File: src/rtl/l1_coherence_agent.sv
// Per-core MESI agent: turns L1 requests into bus transactions
// and answers bus snoops against the L1 tag/state array.
module l1_coherence_agent #(
  parameter int BLOCK_SIZE = 2
) (
  input  logic                     CLK,
  input  logic                     nRST,
  input  logic                     l1_req_valid,
  input  logic [1:0]               l1_req_type,
  input  logic [31:0]              l1_req_addr,
  input  logic [32*BLOCK_SIZE-1:0] l1_req_data,
  output logic                     l1_req_ready,
  output logic                     l1_fill_valid,
  output logic [32*BLOCK_SIZE-1:0] l1_fill_data,
  output logic [1:0]               l1_fill_state,
  output logic                     snp_lookup,
  output logic [31:0]              snp_addr,
  input  logic [1:0]               snp_state,
  input  logic [32*BLOCK_SIZE-1:0] snp_data,
  output logic                     snp_upd,
  output logic [1:0]               snp_upd_state,
  output logic                     dREN,
  output logic                     dWEN,
  output logic                     ccwrite,
  output logic [31:0]              daddr,
  output logic [32*BLOCK_SIZE-1:0] dstore,
  input  logic                     dwait,
  input  logic [32*BLOCK_SIZE-1:0] dload,
  input  logic                     ccexclusive,
  input  logic                     ccwait,
  input  logic                     ccinv,
  input  logic [31:0]              ccsnoopaddr,
  output logic                     snoopdone,
  output logic                     ccsnoophit,
  output logic                     ccIsPresent,
  output logic                     ccdirty
);

  localparam int BW = 32 * BLOCK_SIZE;

  localparam logic [1:0] ST_I = 2'b00;
  localparam logic [1:0] ST_S = 2'b01;
  localparam logic [1:0] ST_E = 2'b10;
  localparam logic [1:0] ST_M = 2'b11;

  localparam logic [1:0] T_RD  = 2'b00;
  localparam logic [1:0] T_RDX = 2'b01;
  localparam logic [1:0] T_UPG = 2'b10;
  localparam logic [1:0] T_EVC = 2'b11;

  typedef enum logic [1:0] {
    RQ_IDLE,
    RQ_BUS,
    RQ_DONE
  } rq_t;

  typedef enum logic [2:0] {
    SN_IDLE,
    SN_LOOKUP,
    SN_CAPTURE,
    SN_RESP,
    SN_UPDATE
  } sn_t;

  rq_t           rq_state, rq_next;
  logic [1:0]    rq_type;
  logic [31:0]   rq_addr;
  logic [BW-1:0] rq_data;
  logic [BW-1:0] fill_data_q;
  logic [1:0]    fill_state_q;
  logic [1:0]    fill_state_d;
  logic          rq_evict;

  sn_t           sn_state, sn_next;
  logic [31:0]   sn_addr;
  logic [1:0]    sn_st;
  logic [BW-1:0] sn_data;
  logic          sn_inv;
  logic          sn_resp;

  always_comb begin
    fill_state_d = ST_I;
    unique case (rq_type)
      T_RD:    fill_state_d = ccexclusive ? ST_E : ST_S;
      T_RDX:   fill_state_d = ST_M;
      T_UPG:   fill_state_d = ST_M;
      default: fill_state_d = ST_I;
    endcase
  end

  always_ff @(posedge CLK or negedge nRST) begin
    if (!nRST) begin
      rq_state     <= RQ_IDLE;
      rq_type      <= T_RD;
      rq_addr      <= '0;
      rq_data      <= '0;
      fill_data_q  <= '0;
      fill_state_q <= ST_I;
    end else begin
      rq_state <= rq_next;
      if (rq_state == RQ_IDLE && l1_req_valid) begin
        rq_type <= l1_req_type;
        rq_addr <= l1_req_addr & ~32'h7;
        rq_data <= l1_req_data;
      end
      if (rq_state == RQ_BUS && !dwait) begin
        fill_data_q  <= dload;
        fill_state_q <= fill_state_d;
      end
    end
  end

  // Ready is masked by reset so every output reads 0 while nRST is low.
  always_comb begin
    rq_next       = rq_state;
    l1_req_ready  = 1'b0;
    l1_fill_valid = 1'b0;
    dREN          = 1'b0;
    dWEN          = 1'b0;
    ccwrite       = 1'b0;
    daddr         = '0;
    rq_evict      = 1'b0;
    unique case (rq_state)
      RQ_IDLE: begin
        l1_req_ready = nRST;
        if (l1_req_valid) rq_next = RQ_BUS;
      end
      RQ_BUS: begin
        daddr    = rq_addr;
        dREN     = (rq_type == T_RD) || (rq_type == T_RDX);
        ccwrite  = (rq_type == T_RDX) || (rq_type == T_UPG);
        dWEN     = (rq_type == T_EVC);
        rq_evict = (rq_type == T_EVC);
        if (!dwait) rq_next = RQ_DONE;
      end
      RQ_DONE: begin
        l1_fill_valid = 1'b1;
        rq_next       = RQ_IDLE;
      end
      default: rq_next = RQ_IDLE;
    endcase
  end

  assign l1_fill_data  = fill_data_q;
  assign l1_fill_state = fill_state_q;

  always_ff @(posedge CLK or negedge nRST) begin
    if (!nRST) begin
      sn_state <= SN_IDLE;
      sn_addr  <= '0;
      sn_st    <= ST_I;
      sn_data  <= '0;
      sn_inv   <= 1'b0;
    end else begin
      sn_state <= sn_next;
      unique case (sn_state)
        SN_IDLE: begin
          if (ccwait) sn_addr <= ccsnoopaddr & ~32'h7;
          sn_inv <= 1'b0;
        end
        SN_LOOKUP: begin
          if (ccinv) sn_inv <= 1'b1;
        end
        SN_CAPTURE: begin
          sn_st   <= snp_state;
          sn_data <= snp_data;
          if (ccinv) sn_inv <= 1'b1;
        end
        SN_RESP: begin
          if (ccinv) sn_inv <= 1'b1;
        end
        SN_UPDATE: begin
          sn_addr <= '0;
          sn_st   <= ST_I;
          sn_data <= '0;
          sn_inv  <= 1'b0;
        end
        default: ;
      endcase
    end
  end

  always_comb begin
    sn_next       = sn_state;
    sn_resp       = 1'b0;
    snp_lookup    = 1'b0;
    snp_addr      = '0;
    snp_upd       = 1'b0;
    snp_upd_state = ST_I;
    snoopdone     = 1'b0;
    ccsnoophit    = 1'b0;
    ccIsPresent   = 1'b0;
    ccdirty       = 1'b0;
    unique case (sn_state)
      SN_IDLE: begin
        if (ccwait) sn_next = SN_LOOKUP;
      end
      SN_LOOKUP: begin
        snp_lookup = 1'b1;
        snp_addr   = sn_addr;
        sn_next    = SN_CAPTURE;
      end
      SN_CAPTURE: sn_next = SN_RESP;
      SN_RESP: begin
        sn_resp     = 1'b1;
        snoopdone   = 1'b1;
        ccsnoophit  = sn_st[1];
        ccIsPresent = (sn_st != ST_I);
        ccdirty     = (sn_st == ST_M);
        if (!ccwait) sn_next = SN_UPDATE;
      end
      SN_UPDATE: begin
        snp_addr = sn_addr;
        if (sn_st != ST_I) begin
          if (sn_inv) begin
            snp_upd       = 1'b1;
            snp_upd_state = ST_I;
          end else if (sn_st[1]) begin
            snp_upd       = 1'b1;
            snp_upd_state = ST_S;
          end
        end
        sn_next = SN_IDLE;
      end
      default: sn_next = SN_IDLE;
    endcase
  end

  // Snoop supply data overrides evict data on the shared bus.
  always_comb begin
    dstore = '0;
    if (sn_resp) dstore = sn_data;
    else if (rq_evict) dstore = rq_data;
  end

  a_dstore_conflict: assert property (
    @(posedge CLK) disable iff (!nRST)
    !(sn_resp && rq_evict));

  a_req_during_update: assert property (
    @(posedge CLK) disable iff (!nRST)
    !(l1_req_valid && rq_state == RQ_IDLE &&
      sn_state == SN_UPDATE &&
      l1_req_addr[31:3] == sn_addr[31:3]));

endmodule

File: config.mk
export PLATFORM = sky130hd
export DESIGN_NAME = l1_coherence_agent
export DESIGN_NICKNAME = d
export VERILOG_FILES = /design/src/rtl/l1_coherence_agent.sv
export SDC_FILE = /design/constraint.sdc
export NUM_CORES = 1
export LEC_CHECK = 0
export BUFFER_PORTS_ARGS = -buffer_cell sky130_fd_sc_hd__clkbuf_2
export CELL_PAD_IN_SITES_DETAIL_PLACEMENT = 1
export CELL_PAD_IN_SITES_GLOBAL_PLACEMENT = 1
export CORE_AREA = 2 2 187 189
export CTS_CLUSTER_SIZE = 20
export DETAILED_ROUTE_END_ITERATION = 16
export DIE_AREA = 0 0 189 191
export GPL_ROUTABILITY_DRIVEN = 0
export PLACE_DENSITY = 0.74
export SKIP_CTS_REPAIR_TIMING = 1
export SLEW_MARGIN = 20
export SYNTH_ARGS = -nofsm -noshare
export SYNTH_HDL_FRONTEND = slang
export SYNTH_SLANG_ARGS = --single-unit
File: constraint.sdc
create_clock -name CLK -period 3.7 [get_ports CLK]
set_input_delay 0.555 -clock CLK [delete_from_list [all_inputs] [get_ports CLK]]
set_output_delay 0.555 -clock CLK [all_outputs]
set_load 0.005 [all_outputs]
== Yosys cells after proc, flatten, opt, wreduce, memory -nomap -nowiden ==
Cells that the tools add are included.

* Register bits after elaboration: 265
* Input port bits: 267
* Word-level logic and storage cells: 82

* Reductions and logical operators: 20
* Mux-type cells: 36
* Equal/unequal tests: 15

{| class="wikitable"
|+ Operator list
! operator !! number
|-
| $mux 64 || 2
|-
| $pmux 64 s2 || 1
|-
| $mux 32 || 3
|-
| $pmux 32 s2 || 1
|-
| $mux 1 || 19
|-
| $pmux 2 s2 || 3
|-
| $pmux 3 s4 || 1
|-
| $eq 2x2->1 const B || 4
|-
| $ne 2x2->1 const B || 4
|-
| $reduce_and 2->1 || 4
|-
| $reduce_bool 2->1 || 4
|-
| $eq 3x2->1 const B || 2
|-
| $mux 2 || 3
|-
| $mux 3 || 2
|-
| $reduce_or 2->1 || 3
|-
| $eq 2x1->1 const B || 2
|-
| $logic_not 2->1 || 2
|-
| $eq 3x1->1 const B || 1
|-
| $eq 3x3->1 const B || 1
|-
| $logic_not 3->1 || 1
|-
| $reduce_or 3->1 || 1
|-
| $logic_and 1x1->1 || 2
|-
| $logic_or 1x1->1 || 2
|-
| $ne 2x1->1 const B || 1
|-
| other kinds (2) || 2
|}

== Longest topological paths before layout ==
* Depth after elaboration: 4
* Gate-level depth with buffers: 7
* Depth with buffers taken out: 5

== Worst setup path after synthesis ==
OpenSTA, ideal clock, no wires.

* Kind: flip-flop to output port
* From: reg sn_state[0]
* To: out dstore[15]
* Setup slack: 1749 ps
* Cell stages (with the launch flop): 6
* Required time: 3145 ps
* Data arrival time: 1396 ps
* Buffers on the path: 3
* Path through: dfrtp_1 > buf_2 > nand3_1 > clkbuf_1 > clkbuf_1 > a31o_2

* Cells in the longest elaborated chain, start to end: 3

{| class="wikitable"
|+ Ends and longest elaborated chain
! item !! RTL line !! text
|-
| from (decl) || 74 || <nowiki>sn_t sn_state, sn_next;</nowiki>
|-
| from (signal assigned) || 155 || <nowiki>sn_state <= sn_next;</nowiki>
|-
| $eq 3x2->1 || 194 || <nowiki>unique case (sn_state)</nowiki>
|-
| $mux 1 || 194 ||
|-
| $mux 64 || 232 || <nowiki>if (sn_resp) dstore = sn_data;</nowiki>
|-
| to (decl) || 26 || <nowiki>output logic [32*BLOCK_SIZE-1:0] dstore,</nowiki>
|}

No other way between the ends.

== Final worst setup path ==
* From: reg rq_state[0]
* To: out dstore[7]

* Cells in the longest elaborated chain, start to end: 4

{| class="wikitable"
|+ Ends and longest elaborated chain
! item !! RTL line !! text
|-
| from (decl) || 65 || <nowiki>rq_t rq_state, rq_next;</nowiki>
|-
| from (signal assigned) || 100 || <nowiki>rq_state <= rq_next;</nowiki>
|-
| $eq 2x1->1 || 123 || <nowiki>unique case (rq_state)</nowiki>
|-
| $mux 1 || 123 ||
|-
| $mux 64 || 233 || <nowiki>else if (rq_evict) dstore = rq_data;</nowiki>
|-
| $mux 64 || 232 ||
|}

No other way between the ends.

==> metrics.yaml <==
status: "finished clean"
port_buffers: 460
layout-drive-gt1-share_pct: 50.7
worst_setup_path_start_kind: "flip-flop"
grt_pass1_wl_um: 61500
yosysUniqueCellTypes: 35
cts_tree: "yes"
synth_common_cells: "dfrtp_1 (262), nand2_1 (165), mux2_2 (152)"
hold_depth: 3
ff2ff_path_depth: 5
rsz0062_at_grt: "false"
cts_buffers: 29
fin_nets: 1733
synth_area_leaders: "dfrtp_1 (55%), mux2_2 (14%), and2_1 (6.5%), nand2_1 (5.2%), a32oi_1 (4.8%)"
path_clk_slew_ns: 0.06
num_rows: 68
critPathKind: "reg -> out"
cts-root-buf: "clkbuf_16"
yosysMostFrequentCell: "dfrtp_1"
synthArstFlopShare_pct: 100
p_per_area_nw_per_um2: 833
synth_ff_type: "dfrtp_1"
period_needed_ns: 3.28
setup_viol: 0
overflow: 0
io_pins: 474
syn-instance-count: 1041
p_switching_mw: 4.72
htree_levels: 1
dpl_cell_area_um2: 14600
ys_seq_area_share_pct: 55.0
wirelength_um: 39500
leakagePower_nw: 7.70
max_freq_mhz: 305
die_w_um: 189
synth-seq-cells: 262
clockBufferDepth: 3
avgViaCountPerCell: 5.05
vias: 9804
synth_edf_count: 0
fin_crit_sh_pct: 88.6
yosysWarnings: 0
drc: 0
fp.dieH_um: 191
worst_pin_slew_ns: 0.978
syn_area_um2: 11900
yosys.area.top_type: "dfrtp_1"
seqPwrFrac_pct: 39.0
netlist.area_leader.share_pct: 55.0
cts.sinks: 262
hold_end: "sn_addr[14]"
dpl.hpwl_um: 27100
p_comb_share_pct: 39.0
firstDrtPassIters: 4
r2r_start: "sn_state[2]"
hp-start: "ccsnoopaddr[14]"
gr-usage-all-layers_pct: 21.6
postRouteAntennaNets: 0
tns_ns: 0
detail_route.iter0.violations: 351
hold_path.class: "in -> reg"
avgSynthCellArea_um2: 11.5
grt_pass1_vias: 10600
worst_ep_arrival_time_ns: 2.72
die-area_um2: 36100
worstPathMaxFanout: 65
final-hold-violation-count: 0
relSlewSlack_pct: 34.6
clk-insertion-delay-late_ns: 0.55
required_ns: 3.14
wl_per_cell_um: 20.3
crit_path_end_kind: "output pin"
internal_power_mw: 8.26
final_area_um2: 15600
grt_max_degree: 146
skew_ns: 0.0158
design.core.area_um2: 34100
start_util_pct: 34.9
syn_to_final_growth_pct: 30.7
clock_power_share_pct: 22.0
antenna_found_initial: 2
ff2ff_setup_slack_ns: 1.57
irDropWorstVdd_mv: 0.416
max_cap_viol_count: 0
slew_viol_final: 0
r2r-end: "sn_data[41]"
netSwitchingFraction_pct: 36.4
cell usage in the layout (no fill, tap or decap), types with 4 or more instances in the layout:
| cell | n |
|---|---|
| o21ai_0 | 57 |
| mux2_4 | 5 |
| clkbuf_16 | 29 |
| dfrtp_1 | 261 |
| clkbuf_8 | 7 |
| a32oi_1 | 66 |
| a31o_2 | 64 |
| inv_1 | 5 |
| buf_12 | 5 |
| mux2_2 | 152 |
| conb_1 | 7 |
| clkbuf_2 | 459 |
| a21oi_1 | 5 |
| and2_1 | 122 |
| clkbuf_1 | 10 |
| clkinv_2 | 4 |
| nor2_1 | 8 |
| nand2_1 | 165 |
| buf_4 | 14 |
sequential cells by signal (all words and copies together) (netlist names):
name / flops
l1_fill_data: 64
rq_data: 64
sn_data: 64
rq_addr: 29
sn_addr: 29
sn_state: 3
l1_fill_state: 2
rq_state: 2
rq_type: 2
sn_st: 2
sn_inv: 1
area by class of cell:
class,count,area (um2)
fillers,3847,18500
flip-flops and latches,262,6560
multi-input cells,684,4960
repair buffers,480,2530
clock buffers,46,860
well taps,455,569
clock inverters,8,73.8
inverters,6,22.5
diodes,2,5.00
per-stage QoR:
step / util (%) / hold WS [ns] / setup WS, ns / instances / power [mW]
6_report: 45.7 / 0.225 / 0.422 / 1943 / 13.0
5_1_grt: 45.7 / 0.213 / 0.277 / 1942 / 13.9
4_1_cts: 45.6 / -0.0978 / 0.412 / 1939 / 13.2
3_5_place_dp: 42.8 / 0.484 / 1.03 / 1885 / 10.2
3_3_place_gp: 42.8 / 0.472 / 1.06 / 1885 / 9.96
2_1_floorplan: - / 0.259 / 1.75 / 1047 / 7.96
cell families after synthesis:
group           Yosys count  synth area share, %
compound gates          201                 12.7
xor+xnor                  1               0.0735
fa+ha+maj                 3                0.315
buf+inv                 101                 3.91
flops                   262                 55.0
mux                     157                 15.0
other cells               1               0.0315
simple gates            315                 13.0
power by group through the flow:
stage	Clock (mW)	Combinational, mW	Sequential, mW
2_1_floorplan	0	3.13	4.83
3_3_place_gp	0	4.97	4.99
3_5_place_dp	0	5.12	5.10
4_1_cts	2.94	5.16	5.06
5_1_grt	3.05	5.59	5.26
6_report	2.85	5.06	5.06
metal layers:
layer | up-vias | GRT usage (%) | share of wire (%)
li1 | 4479 | - | -
met4 | 0 | 7.78 | 3.7
met1 | 4963 | 27.0 | 42
met5 | - | 0 | 0
met3 | 83 | 4.39 | 5.4
met2 | 279 | 36.9 | 49
worst max-delay path by stage:
| stage | startpoint | end |
|---|---|---|
| global placement | rq_state[0] | dstore[60] |
| CTS | rq_state[0] | dstore[24] |
| detailed placement | rq_state[0] | dstore[24] |
| finish | rq_state[0] | dstore[7] |
| floorplan | sn_state[0] | dstore[15] |
| global route | rq_state[0] | dstore[26] |
worst max-delay path: stages (launching register included):
cell and delay [ns]:
dfrtp_1 0.41, nor2b_1 0.15, buf_4 0.29, and2_2 0.20
buf_4 0.62, a31o_2 0.28, clkbuf_2 0.11
Note: power is estimated with default switching activity, not from simulation.
